## src/rtl/pointwise_ctrl_pkg.sv

```systemverilog
// Shared types for the pointwise pipeline schedule controllers.
package pointwise_ctrl_pkg;

  localparam int CTRL_CW = 16;

  typedef enum logic [1:0] {
    IDLE  = 2'd0,
    DELAY = 2'd1,
    RUN   = 2'd2,
    DONE  = 2'd3
  } ctrl_state_t;

  // [0] root (always 0), [1] x, [2] y
  typedef logic [2:0][CTRL_CW-1:0] ctrl_vars_t;

endpackage

```

## src/rtl/affine_loop_counter.sv

```systemverilog
// Single wrapping loop counter: counts 0..max, wraps to 0 on the increment after max.
module affine_loop_counter #(
  parameter int CW = 16
) (
  input  logic          clk,
  input  logic          rst_n,
  input  logic          clr,
  input  logic          inc,
  input  logic [CW-1:0] max,
  output logic [CW-1:0] val,
  output logic          wrap
);

  // wrap flags that the current value is the last of the loop
  assign wrap = (val == max);

  // counter register; clear wins over increment
  always_ff @(posedge clk or negedge rst_n) begin
    if (!rst_n) begin
      val <= '0;
    end else if (clr) begin
      val <= '0;
    end else if (inc) begin
      val <= wrap ? '0 : val + CW'(1);
    end
  end

endmodule

```

## src/rtl/pointwise_loop_controller.sv

```systemverilog
// Schedule controller for one op port: walks the x/y iteration domain and issues
// a one-cycle strobe plus loop variables per iteration, with a start offset and II.
//
// state | meaning
// IDLE  | waiting for start
// DELAY | counting START_DELAY idle cycles
// RUN   | issuing iterations, one every II cycles
// DONE  | one-cycle done pulse, then back to IDLE
module pointwise_loop_controller
  import pointwise_ctrl_pkg::*;
#(
  parameter int CW          = 16,
  parameter int EXTENT_X    = 64,
  parameter int EXTENT_Y    = 64,
  parameter int START_DELAY = 0,
  parameter int II          = 1
) (
  input  logic                clk,
  input  logic                rst_n,
  input  logic                flush,
  input  logic                start,
  output logic                en,
  output logic [2:0][CW-1:0]  ctrl_vars,
  output logic                busy,
  output logic                done
);

  localparam logic [CW-1:0] MAX_X     = CW'(EXTENT_X - 1);
  localparam logic [CW-1:0] MAX_Y     = CW'(EXTENT_Y - 1);
  localparam logic [31:0]   DLY_TC    = 32'(START_DELAY - 1);
  localparam logic [31:0]   II_RELOAD = 32'(II - 1);

  ctrl_state_t state_q, state_d;
  logic [31:0] dly_cnt, ii_cnt;
  logic        last_q;
  logic        accept, issue, clr_cnt;
  logic [CW-1:0] x_val, y_val;
  logic        x_wrap, y_wrap;
  logic        en_d, busy_d, done_d;
  logic [2:0][CW-1:0] vars_d;

  assign accept  = (state_q == IDLE) && start && !flush;
  // an iteration goes out when the II spacer has expired and the sweep is not finished
  assign issue   = (state_q == RUN) && !last_q && (ii_cnt == '0) && !flush;
  assign clr_cnt = flush || accept;

  affine_loop_counter #(.CW(CW)) u_x_cnt (
    .clk  (clk),
    .rst_n(rst_n),
    .clr  (clr_cnt),
    .inc  (issue),
    .max  (MAX_X),
    .val  (x_val),
    .wrap (x_wrap)
  );

  affine_loop_counter #(.CW(CW)) u_y_cnt (
    .clk  (clk),
    .rst_n(rst_n),
    .clr  (clr_cnt),
    .inc  (issue && x_wrap),
    .max  (MAX_Y),
    .val  (y_val),
    .wrap (y_wrap)
  );

  // state register
  always_ff @(posedge clk or negedge rst_n) begin
    if (!rst_n) state_q <= IDLE;
    else        state_q <= state_d;
  end

  // next-state logic; flush overrides every transition
  always_comb begin
    state_d = state_q;
    if (flush) begin
      state_d = IDLE;
    end else begin
      case (state_q)
        IDLE:    if (start) state_d = (START_DELAY > 0) ? DELAY : RUN;
        DELAY:   if (dly_cnt == DLY_TC) state_d = RUN;
        // leave RUN one full II after the final strobe, so done keeps the strobe pitch
        RUN:     if (last_q && (ii_cnt == '0)) state_d = DONE;
        DONE:    state_d = IDLE;
        default: state_d = IDLE;
      endcase
    end
  end

  // next output values, registered below so no input reaches an output combinationally
  always_comb begin
    en_d   = issue;
    busy_d = (state_d == DELAY) || (state_d == RUN);
    done_d = (state_d == DONE);
    vars_d = ctrl_vars;
    if (clr_cnt) begin
      vars_d = '0;
    end else if (issue) begin
      vars_d[0] = '0;
      vars_d[1] = x_val;
      vars_d[2] = y_val;
    end
  end

  // delay counter, II spacer and end-of-sweep flag
  always_ff @(posedge clk or negedge rst_n) begin
    if (!rst_n) begin
      dly_cnt <= '0;
      ii_cnt  <= '0;
      last_q  <= 1'b0;
    end else if (clr_cnt) begin
      dly_cnt <= '0;
      ii_cnt  <= '0;
      last_q  <= 1'b0;
    end else begin
      dly_cnt <= (state_q == DELAY) ? dly_cnt + 32'd1 : '0;
      if (issue)                ii_cnt <= II_RELOAD;
      else if (ii_cnt != '0)    ii_cnt <= ii_cnt - 32'd1;
      if (issue && x_wrap && y_wrap) last_q <= 1'b1;
    end
  end

  // registered outputs
  always_ff @(posedge clk or negedge rst_n) begin
    if (!rst_n) begin
      en        <= 1'b0;
      busy      <= 1'b0;
      done      <= 1'b0;
      ctrl_vars <= '0;
    end else begin
      en        <= en_d;
      busy      <= busy_d;
      done      <= done_d;
      ctrl_vars <= vars_d;
    end
  end

endmodule

```

## config.mk

```make
export PLATFORM = sky130hd
export DESIGN_NAME = pointwise_loop_controller
export DESIGN_NICKNAME = d
export VERILOG_FILES = /design/src/rtl/pointwise_ctrl_pkg.sv /design/src/rtl/affine_loop_counter.sv /design/src/rtl/pointwise_loop_controller.sv
export SDC_FILE = /design/constraint.sdc
export NUM_CORES = 1
export LEC_CHECK = 0
export BUFFER_PORTS_ARGS = -buffer_cell sky130_fd_sc_hd__buf_2
export CAP_MARGIN = 40
export CORE_ASPECT_RATIO = 0.7
export CORE_MARGIN = 1.5
export CORE_UTILIZATION = 45
export CTS_CLUSTER_DIAMETER = 120
export CTS_CLUSTER_SIZE = 40
export DETAILED_ROUTE_END_ITERATION = 16
export PLACE_DENSITY = 0.65
export SETUP_SLACK_MARGIN = 0.5
export SYNTH_ARGS = -nofsm -noshare
export SYNTH_HDL_FRONTEND = slang
export SYNTH_SLANG_ARGS = --single-unit
export TNS_END_PERCENT = 1
```

## constraint.sdc

```tcl
create_clock -name clk -period 2.5 [get_ports clk]
set_clock_uncertainty 0.15 [all_clocks]
set_input_delay 0.5 -clock clk [delete_from_list [all_inputs] [get_ports clk]]
set_output_delay 0.5 -clock clk [all_outputs]
set_load 0.005 [all_outputs]
```

==> results of run 1 <==
-- worst min-delay path, stage by stage --
cell    delay, ns
buf_2        0.11
buf_4        0.14
nor3_2       0.05
-- final timing paths --
path                            startpoint  cells past startpoint        endpoint
worst max register to register   ii_cnt[1]                      8  u_y_cnt.val[9]
worst min register to register  dly_cnt[0]                      1      dly_cnt[0]
min in group asynchronous            rst_n                      2     dly_cnt[28]
max in group asynchronous            rst_n                      3       ii_cnt[4]
worst min-delay path                 flush                      3      state_q[0]
worst max-delay path             ii_cnt[1]                      8  u_y_cnt.val[9]
-- layout by cell type (no fill, tap or decap), drive strengths merged, types with 18 or more instances in the layout --
cell type / instances
a21oi: 71
buf: 123
clkbuf: 22
dfrtp: 134
nand2: 95
nand3: 31
nand4: 22
nor2: 78
nor3: 18
o21ai: 22
or3: 23
xnor2: 20
xor2: 19
-- flip-flops by register name, summed over array words and instances (netlist names) --
signal	cells
busy	1
last_q	1
ctrl_vars	32
done	1
en	1
ii_cnt	32
state_q	2
dly_cnt	32
u_y_cnt.val	16
u_x_cnt.val	16
-- layout make-up --
cell class / count / area, um^2
Tap cell: 195 / 244.0
Sequential cell: 134 / 3357
Clock buffer: 22 / 474.2
Clock inverter: 9 / 172.7
Timing Repair Buffer: 124 / 943.4
Fill cell: 1256 / 6191
Inverter: 14 / 56.30
Multi-Input combinational cell: 551 / 3422
-- power breakdown --
group          internal (mW)  leakage (nW)  switching [mW]
registers               2.36          1.86           0.268
clock network           1.84         0.316           0.914
logic                   2.22          1.56            2.64
total                   6.41          3.73            3.82
-- timing repair --
| item | CTS | global route |
|---|---|---|
| setup endpoints to repair | 102 | 108 |
| setup buffers | 10 | 8 |
| resized for setup | 11 | 27 |
| endpoints found under the hold margin | 48 | 0 |
| hold buffers | 1 | 0 |
| pin swaps | 6 | 18 |
-- per-layer routing --
metal | global-route usage [%] | part of all wire, % | vias to the layer above
li1 | - | - | 2838
met1 | 33.57 | 48 | 3000
met2 | 33.76 | 45 | 208
met3 | 5.915 | 5.9 | 15
met4 | 5.548 | 0.89 | 0
met5 | 0 | 0 | -
-- metrics by stage --
stage                     cell area, um^2  hold WS, ns  setup WS [ns]  TNS (ns)
after floorplan                      6978      0.05441         0.1262         0
after global placement               7719       0.3092       -0.01370  -0.01370
after detailed placement             7719       0.3207       -0.04725  -0.09001
after CTS                            8487       0.2733        0.06178         0
after global routing                 8670       0.2825        0.03682         0
final                                8670       0.2774         0.1008         0
-- kinds of logic (layout without fill, tap and decap cells) --
kind of cell	count (synthesis)	after routing	share of synthesized area, %
xor gates and xnor gates	39	39	4.948
DFF	134	134	48.58
buffers and inverters	69	169	4.912
adders and majority gates	5	5	0.9063
other	1	16	0.05433
and+or+nand+nor	341	341	26.84
AOI/OAI and AO/OA	144	144	12.87
muxes	6	6	0.8882
==> summary.md, run 1 <==
| Metric | Value |
|---|---|
| Max Fclk | 0.4168 GHz |
| N_diodes | 0 |
| Post-synthesis sequential element count | 134 |
| Clk sinks | 134 |
| Critical path buffer and inverter count | 2 |
| Io pins | 55 |
| CP top delay family | simple AND/OR/NAND/NOR gates |
| Worst VDD drop | 0.001001 V |
| Fraction of layout instances using a drive strength above 1 | 22.72% |
| Crit. End Element | register |
| Initial antenna violation count | 0 |
| DRC | 0 |
| Worst Tran Pin Value | 0.5432 ns |
| CTS clk-pin slew, worst paths | 0.06 ns |
| Die H | 106.6 um |
| Max FO, Critical Path | 3 |
| Netlist cell types | 65 |
| CTS tree | built |
| EDFF count, synth | 0 |
| Final core occ | 58.34% |
| Placed cell count | 999 |
| Routed WL | 17500 um |
| Drt wl/cell | 16.68 um |
| Post-route ant nets | 0 |
| Port bufs | 38 |
| Leakage power | 3.728 nW |
| CTS Buffer Depth | 2 |
| Die Footprint | 0.01610 mm^2 |
| Vias in the first global route | 5651 |
| Synth area leaders | dfrtp_1 49%, nand2_1 5.2%, a21oi_1 5.1% |
| Synth top cells by count | 134 x dfrtp_1, 95 x nand2_1, 77 x nor2_1 |
| Crit start category | register |
| Synthesized instance count | 739 |
| CTS HTree Levels | 4 |
| Root Buffer | clkbuf_16 |
| Worst hold path type | primary input to register |
| CP max stage delay | 0.38 ns |
| DR vias/cell | 5.778 |
| Worst skew pair latency | 0.42 ns |
| Final nets | 851 |
| Area leader, netlist | dfrtp_1 |
| Starting DRC count in detailed routing | 434 |
| Final Hold Fails | 0 |
| First-pass GRT wire length | 28500 um |
| Area Growth Syn to Fin | 25.59% |
| First-pass iteration count of the detailed router | 5 |
| Initial Util | 46.45% |
| GPL Wtd Cong | 0.8820 |
| Die width | 151.0 um |
| Most frequent cell after synthesis | dfrtp_1 |
| RSZ-0062 raised after global routing | yes |
| Sequential share of the synthesized area | 48.58% |
| Setup violations, final | 0 |
| Worst Path Arrival | 2.56 ns |
| Routed via count | 6061 |
| Layout Cells excl Fill | 1049 |
| Core ar. | 0.01486 mm^2 |
| Post-Syn Area per Cell | 9.341 um^2 |
| Crit path required time | 2.66 ns |
| Flop2flop setup slack | 0.10 ns |
| Top_reg_cell synth | dfrtp_1 |
| Maxcap violations | 0 |
| Crit-path cells | inv_1 > ha_2 > nor4b_4 > and4b_2 > buf_4 > nand4_4 > or3_1 > mux2_1 |
| Relative slew margins | 63.45% |
| Final worst path period share | 95.97% |
| Dpl hpwl | 11700 um |
| Crit path time final | 2.399 ns |
| Slew Viols, Final | 0 |
| Synth top area share | 48.58% |
| Status | finished, final reports clean |
| Largest net degree at the start of global routing | 52 |
| Fraction of registers with async set/reset | 100.0% |
| Row count | 37 |
| Slowest CP cell | dfrtp_1 |
| Tot Pwr | 10.23 mW |
| Crit path kind | register to register |
| Synth Cell Area | 0.006903 mm^2 |
| Num CTS Buffers | 17 |
| Remaining Overflow, GRT | 0 |
| Power Density | 1180 mW/mm^2 |
| Synth warn | 0 |
| Global Route Usage Sum | 22.88% |
Note: power is estimated with default switching activity, not from simulation.
==> run 2, diff against run 1 <==
--- a/config.mk
+++ b/config.mk
@@ -5,6 +5,7 @@
 export SDC_FILE = /design/constraint.sdc
 export NUM_CORES = 1
 export LEC_CHECK = 0
+export ABC_AREA = 1
 export BUFFER_PORTS_ARGS = -buffer_cell sky130_fd_sc_hd__buf_2
 export CAP_MARGIN = 40
 export CORE_ASPECT_RATIO = 0.7
@@ -13,7 +14,6 @@
 export CTS_CLUSTER_DIAMETER = 120
 export CTS_CLUSTER_SIZE = 40
 export DETAILED_ROUTE_END_ITERATION = 16
-export PLACE_DENSITY = 0.65
 export SETUP_SLACK_MARGIN = 0.5
 export SYNTH_ARGS = -nofsm -noshare
 export SYNTH_HDL_FRONTEND = slang
==> run 2 against run 1 <==
  * Total power decreased by 9.3%
  * Critical path depth increased by 2
  * Critical endpoint is now u_y_cnt.val[0]
  * Die area increased by 11%
==> summary.md, run 2 <==
| Metric | Value |
|---|---|
| CTS tree | built (unchanged) |
| Slowest CP cell | dfrtp_1 (unchanged) |
| CTS clk-pin slew, worst paths | 0.06 ns (about the same) |
| Post-synthesis sequential element count | 134 (unchanged) |
| Remaining Overflow, GRT | 0 (unchanged) |
| Top_reg_cell synth | dfrtp_1 (unchanged) |
| Flop2flop setup slack | 0.51 ns (was 0.10 ns) |
| FF-to-FF End | u_y_cnt.val[0] (was u_y_cnt.val[9]) |
| Die width | 158.8 um (was 151.0 um) |
| First-pass GRT wire length | 33220 um (was 28500 um) |
| Clk sinks | 134 (unchanged) |
| Routed via count | 7045 (was 6061) |
| Root Buffer | clkbuf_16 (unchanged) |
| Hold Worst Slack | 0.2660 ns (was 0.2774 ns) |
| Setup violations, final | 0 (unchanged) |
| Synth top area share | 43.85% (was 48.58%) |
| Largest registers | ctrl_vars (32), dly_cnt (32), ii_cnt (32) (unchanged) |
| Worst hold path type | primary input to register (unchanged) |
| Worst slack, placed | 0.4078 ns (was -0.04725 ns) |
| EDFF count, synth | 0 (unchanged) |
| Area Growth Syn to Fin | 17.08% (was 25.59%) |
| Worst R2R Start | ii_cnt[23] (was ii_cnt[1]) |
| Tot Pwr | 9.283 mW (was 10.23 mW) |
| Most common cell after layout, fill and taps aside | nand2_1 (was dfrtp_1) |
| Max FO, Critical Path | 6 (was 3) |
| Crit-path cells | nor2_1 > nand2_1 > nor2_2 > nand2_2 > nor2_4 > buf_4 > nand3_4 > buf_8 > nand3_1 > o21ai_0 (was inv_1 > ha_2 > nor4b_4 > and4b_2 > buf_4 > nand4_4 > or3_1 > mux2_1) |
| Most frequent cells in the layout | 293 x nand2_1, 184 x nor2_1, 133 x dfrtp_1, 114 x nand3_1, 88 x inv_1 (was 131 x dfrtp_1, 94 x nand2_1, 77 x nor2_1, 75 x buf_4, 68 x a21oi_1) |
| Netlist cell types | 40 (was 65) |
| Slew Viols, Final | 0 (unchanged) |
| Placed cell count | 1328 (was 999) |
| Largest net degree at the start of global routing | 65 (was 52) |
| Fraction of registers with async set/reset | 100.0% (unchanged) |
| Crit. End Element | register (unchanged) |
| Final nets | 1141 (was 851) |
| Drt wl/cell | 14.46 um (was 16.68 um) |
| Synth warn | 0 (unchanged) |
| Power Density | 1037 mW/mm^2 (was 1180 mW/mm^2) |
| Synth Cell Area | 0.007647 mm^2 (was 0.006903 mm^2) |
| Depth of the worst register-to-register path | 10 (was 8) |
| Row count | 39 (was 37) |
| Vias in the first global route | 6495 (was 5651) |
| Final Hold Fails | 0 (unchanged) |
| Layout Cells excl Fill | 1370 (was 1049) |
| Core ar. | 0.01644 mm^2 (was 0.01486 mm^2) |
| Crit path kind | register to register (unchanged) |
| DR vias/cell | 5.142 (was 5.778) |
| Final worst path period share | 79.80% (was 95.97%) |
| Crit start category | register (unchanged) |
| Worst skew pair latency | 0.43 ns (was 0.42 ns) |
| CTS Buffer Depth | 2 (unchanged) |
| N_diodes | 0 (unchanged) |
| Synth top cells by count | 297 x nand2_1, 195 x nor2_1, 134 x dfrtp_1 (was 134 x dfrtp_1, 95 x nand2_1, 77 x nor2_1) |
| Synth area leaders | dfrtp_1 44%, nand2_1 15%, nor2_1 9.6% (was dfrtp_1 49%, nand2_1 5.2%, a21oi_1 5.1%) |
| Area leader, netlist | dfrtp_1 (unchanged) |
| Global Route Usage Sum | 23.41% (was 22.88%) |
| First-pass iteration count of the detailed router | 5 (unchanged) |
| Most frequent cell after synthesis | nand2_1 (was dfrtp_1) |
| Maxcap violations | 0 (unchanged) |
| Sequential share of the synthesized area | 43.85% (was 48.58%) |
| Worst Path Arrival | 2.15 ns (was 2.56 ns) |
| Initial Util | 46.50% (was 46.45%) |
| RSZ-0062 raised after global routing | yes (unchanged) |
| Status | finished, final reports clean (unchanged) |
| Dpl hpwl | 13890 um (was 11700 um) |
| Io pins | 55 (unchanged) |
| Setup crit start | ii_cnt[23] (was ii_cnt[1]) |
| DRC | 0 (unchanged) |
| Crit path time final | 1.995 ns (was 2.399 ns) |
| Post-Syn Area per Cell | 7.107 um^2 (was 9.341 um^2) |
| Num CTS Buffers | 17 (unchanged) |
| Fraction of layout instances using a drive strength above 1 | 13.10% (was 22.72%) |
| CP max stage delay | 0.42 ns (was 0.38 ns) |
| Port bufs | 38 (unchanged) |
| CTS HTree Levels | 4 (unchanged) |
| Crit path to | u_y_cnt.val[0] (was u_y_cnt.val[9]) |
| Starting DRC count in detailed routing | 570 (was 434) |
| GPL Wtd Cong | 0.9177 (was 0.8820) |
| Worst VDD drop | 0.0007201 V (was 0.001001 V) |
| Max Fclk | 0.5013 GHz (was 0.4168 GHz) |
| Setup WS post-layout | 0.5051 ns (was 0.1008 ns) |
| Crit path required time | 2.66 ns (about the same) |
| Synthesized instance count | 1076 (was 739) |
| Routed WL | 19810 um (was 17500 um) |
| Die Footprint | 0.01780 mm^2 (was 0.01610 mm^2) |
| Leakage power | 4.304 nW (was 3.728 nW) |
| Total negative slack | 0 ns (unchanged) |
| Initial antenna violation count | 0 (unchanged) |
| Die H | 112.1 um (was 106.6 um) |
| Post-route ant nets | 0 (unchanged) |
-- run 2: worst max-delay path, delay by kind of cell (launching register included) --
family | cells | cell delay (ns)
DFF | 1 | 0.42
AOI/OAI and AO/OA | 1 | 0.08
buffers and inverters | 2 | 0.34
and+or+nand+nor | 7 | 0.89
-- run 2: stage by stage --
stage | area (um^2) | util, %
6_report | 8954 | 54.45
5_1_grt | 8954 | 54.45
4_1_cts | 8741 | 53.15
3_5_place_dp | 8095 | 49.23
3_3_place_gp | 8095 | 49.23
2_1_floorplan | 7704 | -
-- run 2: routing by layer --
| metal | up-vias | track usage, % | share of wire (%) |
|---|---|---|---|
| li1 | 3556 | - | - |
| met1 | 3280 | 37.12 | 53 |
| met2 | 199 | 32.11 | 40 |
| met3 | 10 | 5.358 | 6.1 |
| met4 | 0 | 4.762 | 0.57 |
| met5 | - | 0 | 0 |
-- run 2: cell type report --
type,instances,area [um^2]
Clock buffer,17,425.4
Clock inverter,15,178.9
Fill cell,1603,7491
Inverter,94,354.1
Multi-Input combinational cell,818,3837
Sequential cell,134,3354
Tap cell,225,281.5
Timing Repair Buffer,67,521.8
-- run 2: repair_timing --
item / 4_1_cts / 5_1_grt
setup endpoints to repair: 68 / 104
resized for setup: 9 / 27
hold buffers: 1 / 0
pin swaps: 1 / 7
endpoints found under the hold margin: 43 / 0
setup buffers: 0 / 7
cloned: 0 / 2
-- run 2: cell families (layout without fill, tap and decap cells) --
logic type,after synthesis,after routing,share of synthesized area [%]
flops,134,134,43.85
buf+inv,139,193,8.279
other cells,1,16,0.04904
compound gates,92,92,6.823
simple gates,691,691,38.58
xor+xnor,14,14,1.603
fa+ha+maj,5,5,0.8181
-- run 2: worst min path at each step --
stage / start / end / slack [ns] / cells after the start
floorplan: rst_n / busy / 0.05 / 0
finish: flush / state_q[1] / 0.27 / 4
global route: flush / state_q[1] / 0.29 / 4
CTS: flush / state_q[1] / 0.25 / 4
detailed placement: dly_cnt[0] / dly_cnt[0] / 0.30 / 1
global placement: dly_cnt[0] / dly_cnt[0] / 0.30 / 1
-- run 2: power breakdown --
group	internal [mW]	switching [mW]
combinational	1.31	2.68
clock	1.57	1.03
sequential	2.41	0.286
==> run 3, diff against run 2 <==
==> constraint.sdc (replaced) <==
create_clock -name clk -period 1.9 [get_ports clk]
set_clock_uncertainty 0.15 [all_clocks]
set_input_delay 0.38 -clock clk [delete_from_list [all_inputs] [get_ports clk]]
set_output_delay 0.38 -clock clk [all_outputs]
set_load 0.005 [all_outputs]
==> run 3 against run 2 <==
  * The flow now finishes with violations (setup timing)
  * Combinational power increased by 79%
  * Setup slack got worse by 0.52 ns
  * Sequential share of layout area decreased by 4.9 points
  * First-iteration DRC count increased by 2.1%
  * Clock power increased by 31%
  * Hold slack got worse by 0.093 ns
  * Critical path depth unchanged
  * Final area increased by 15%
  * Fmax increased by 4.0%
  * Critical path type unchanged
  * Largest cell class unchanged
  * Highest routed layer unchanged
==> summary.md, run 3 (same netlist as run 2, synthesis figures left out) <==
| Metric | Value |
|---|---|
| Final Hold Fails | 0 (unchanged) |
| CTS tree | built (unchanged) |
| Drt wl/cell | 14.41 um (was 14.46 um) |
| RSZ-0062 raised after global routing | yes (unchanged) |
| First-pass GRT wire length | 35260 um (was 33220 um) |
| Worst hold path type | primary input to register (unchanged) |
| Port bufs | 38 (unchanged) |
| Worst Path Arrival | 2.07 ns (was 2.15 ns) |
| Sequential power share | 24.3% (was 29.0%) |
| CTS clk-pin slew, worst paths | 0.06 ns (about the same) |
| Power share of the combinational group | 51.3% (was 43.0%) |
| Setup WS post-layout | -0.01862 ns (was 0.5051 ns) |
| N_diodes | 0 (unchanged) |
| Crit path required time | 2.06 ns (was 2.66 ns) |
| Setup violations, final | 2 (was 0) |
| FF/Latch Area | 0.003358 mm^2 (was 0.003354 mm^2) |
| Num CTS Buffers | 17 (unchanged) |
| Tot Pwr | 13.96 mW (was 9.283 mW) |
| Crit path to | busy (was u_y_cnt.val[0]) |
| Core ar. | 0.01644 mm^2 (unchanged) |
| Switching portion of total power | 41.85% (was 43.04%) |
| DR vias/cell | 5.106 (was 5.142) |
| Routed WL | 20990 um (was 19810 um) |
| Multi-input logic area | 0.004424 mm^2 (was 0.003837 mm^2) |
| Row count | 39 (unchanged) |
| Crit path time final | 1.919 ns (was 1.995 ns) |
| Fraction of layout instances using a drive strength above 1 | 29.71% (was 13.10%) |
| Vias in the first global route | 6898 (was 6495) |
| Max FO, Critical Path | 3 (was 6) |
| Io pins | 55 (unchanged) |
| Remaining Overflow, GRT | 0 (unchanged) |
| Switch Pwr | 5.842 mW (was 3.995 mW) |
| Most common cell after layout, fill and taps aside | nand2_1 (unchanged) |
| Global Route Usage Sum | 24.92% (was 23.41%) |
| Routed via count | 7440 (was 7045) |
| Fillers | 1457 (was 1603) |
| Crit. End Element | register (unchanged) |
| Flop2flop setup slack | -0.02 ns (was 0.51 ns) |
| Depth of the worst register-to-register path | 10 (unchanged) |
| Leakage power | 4.924 nW (was 4.304 nW) |
| Initial Util | 46.50% (unchanged) |
| Area Growth Syn to Fin | 34.90% (was 17.08%) |
| CTS Buffer Depth | 2 (unchanged) |
| Power Density | 1353 mW/mm^2 (was 1037 mW/mm^2) |
| Power share of the clock group | 24.4% (was 28.0%) |
| Most frequent cells in the layout | 268 x nand2_1, 138 x nor2_1, 130 x dfrtp_1, 88 x nand3_1, 88 x buf_4 (was 293 x nand2_1, 184 x nor2_1, 133 x dfrtp_1, 114 x nand3_1, 88 x inv_1) |
| CTS HTree Levels | 4 (unchanged) |
| Die H | 112.1 um (unchanged) |
| Final nets | 1229 (was 1141) |
| Setup crit start | dly_cnt[1] (was ii_cnt[23]) |
| Root Buffer | clkbuf_16 (unchanged) |
| Clk sinks | 134 (unchanged) |
| Status | finished, violations left (was finished, final reports clean) |
| Die Footprint | 0.01780 mm^2 (unchanged) |
| Failing checks | setup timing |
| Initial antenna violation count | 0 (unchanged) |
| Largest registers | ctrl_vars (32), dly_cnt (32), ii_cnt (32) (unchanged) |
| Starting DRC count in detailed routing | 582 (was 570) |
| Internal Power | 8.119 mW (was 5.288 mW) |
| Final worst path period share | 101.0% (was 79.80%) |
| Die width | 158.8 um (unchanged) |
| GPL Wtd Cong | 0.8934 (was 0.9177) |
| Worst R2R Start | dly_cnt[1] (was ii_cnt[23]) |
| First-pass iteration count of the detailed router | 6 (was 5) |
| Crit start category | register (unchanged) |
| Worst skew pair latency | 0.43 ns (about the same) |
| Post-route ant nets | 0 (unchanged) |
| Crit path kind | register to register (unchanged) |
| Largest net degree at the start of global routing | 48 (was 65) |
| Layout Cells excl Fill | 1457 (was 1370) |
| Slew Viols, Final | 0 (unchanged) |
| DRC | 0 (unchanged) |
| Dpl hpwl | 14590 um (was 13890 um) |
| Maxcap violations | 0 (unchanged) |
| Worst VDD drop | 0.0008464 V (was 0.0007201 V) |
| Placed cell count | 1414 (was 1328) |
| Max Fclk | 0.5212 GHz (was 0.5013 GHz) |
| FF-to-FF End | busy (was u_y_cnt.val[0]) |
[run 3: metrics by stage]
stage / instance area [um^2] / setup WS, ns / util [%] / setup TNS, ns / hold slack (ns)
CTS: 10090 / -0.05241 / 61.36 / -0.05241 / 0.1446
detailed placement: 8870 / -0.06873 / 53.94 / -0.1065 / 0.1276
floorplan: 7745 / 0.02282 / - / 0 / -0.06559
finish: 10320 / -0.01862 / 62.73 / -0.02107 / 0.1735
global route: 10320 / -0.1601 / 62.73 / -5.760 / 0.1969
global placement: 8870 / -0.06644 / 53.94 / -0.07121 / 0.1278
[run 3: cell type report]
class	count	share of cell area [%]
Multi-Input combinational cell	818	42.89
Sequential cell	134	32.55
Timing Repair Buffer	155	12.43
Inverter	94	3.517
Clock buffer	19	4.391
Tap cell	225	2.729
Clock inverter	12	1.492
[run 3: power by group through the flow]
stage                     Clock (mW)  Sequential [mW]  Combinational, mW
after floorplan                    0             3.45               3.82
after global placement             0             3.39               6.15
after detailed placement           0             3.39               6.17
after CTS                       3.47             3.37               6.64
after global routing            3.60             3.42               7.98
final                           3.41             3.39               7.16
[run 3: how the worst min path moves through the flow]
| stage | startpoint | endpoint | slack, ns | cells after the start |
|---|---|---|---|---|
| final | flush | state_q[1] | 0.17 | 4 |
| after global routing | flush | state_q[1] | 0.20 | 4 |
| after CTS | flush | state_q[1] | 0.14 | 4 |
| after detailed placement | rst_n | ctrl_vars[39] | 0.13 | 1 |
| after global placement | rst_n | ctrl_vars[39] | 0.13 | 1 |
| after floorplan | rst_n | busy | -0.07 | 0 |
[run 3: layer usage]
layer	wire, um	track usage (%)	vias to the layer above	share of wire, %
met1	10770	38.55	3463	51
li1	-	-	3744	-
met5	0	0	-	0
met2	8759	35.61	222	42
met4	126	5.460	0	0.60
met3	1340	5.100	11	6.4
[run 3: timing repair]
action,4_1_cts,5_1_grt
cloned,0,0
hold buffers,1,0
setup endpoints to repair,164,166
gates resized for setup,165,55
setup buffers,5,6
hold endpoints to repair,53,0
pin swaps,91,43
[run 3: critical path, stage by stage, from the launching register on]
cell and delay [ns]:
dfrtp_1 0.43, ha_4 0.19, nand3_4 0.09, nor2_4 0.13, nand2_2 0.08, nor3_4 0.24
nand3_2 0.10, nand2_1 0.06, nand2_1 0.05, inv_2 0.07, ha_4 0.19
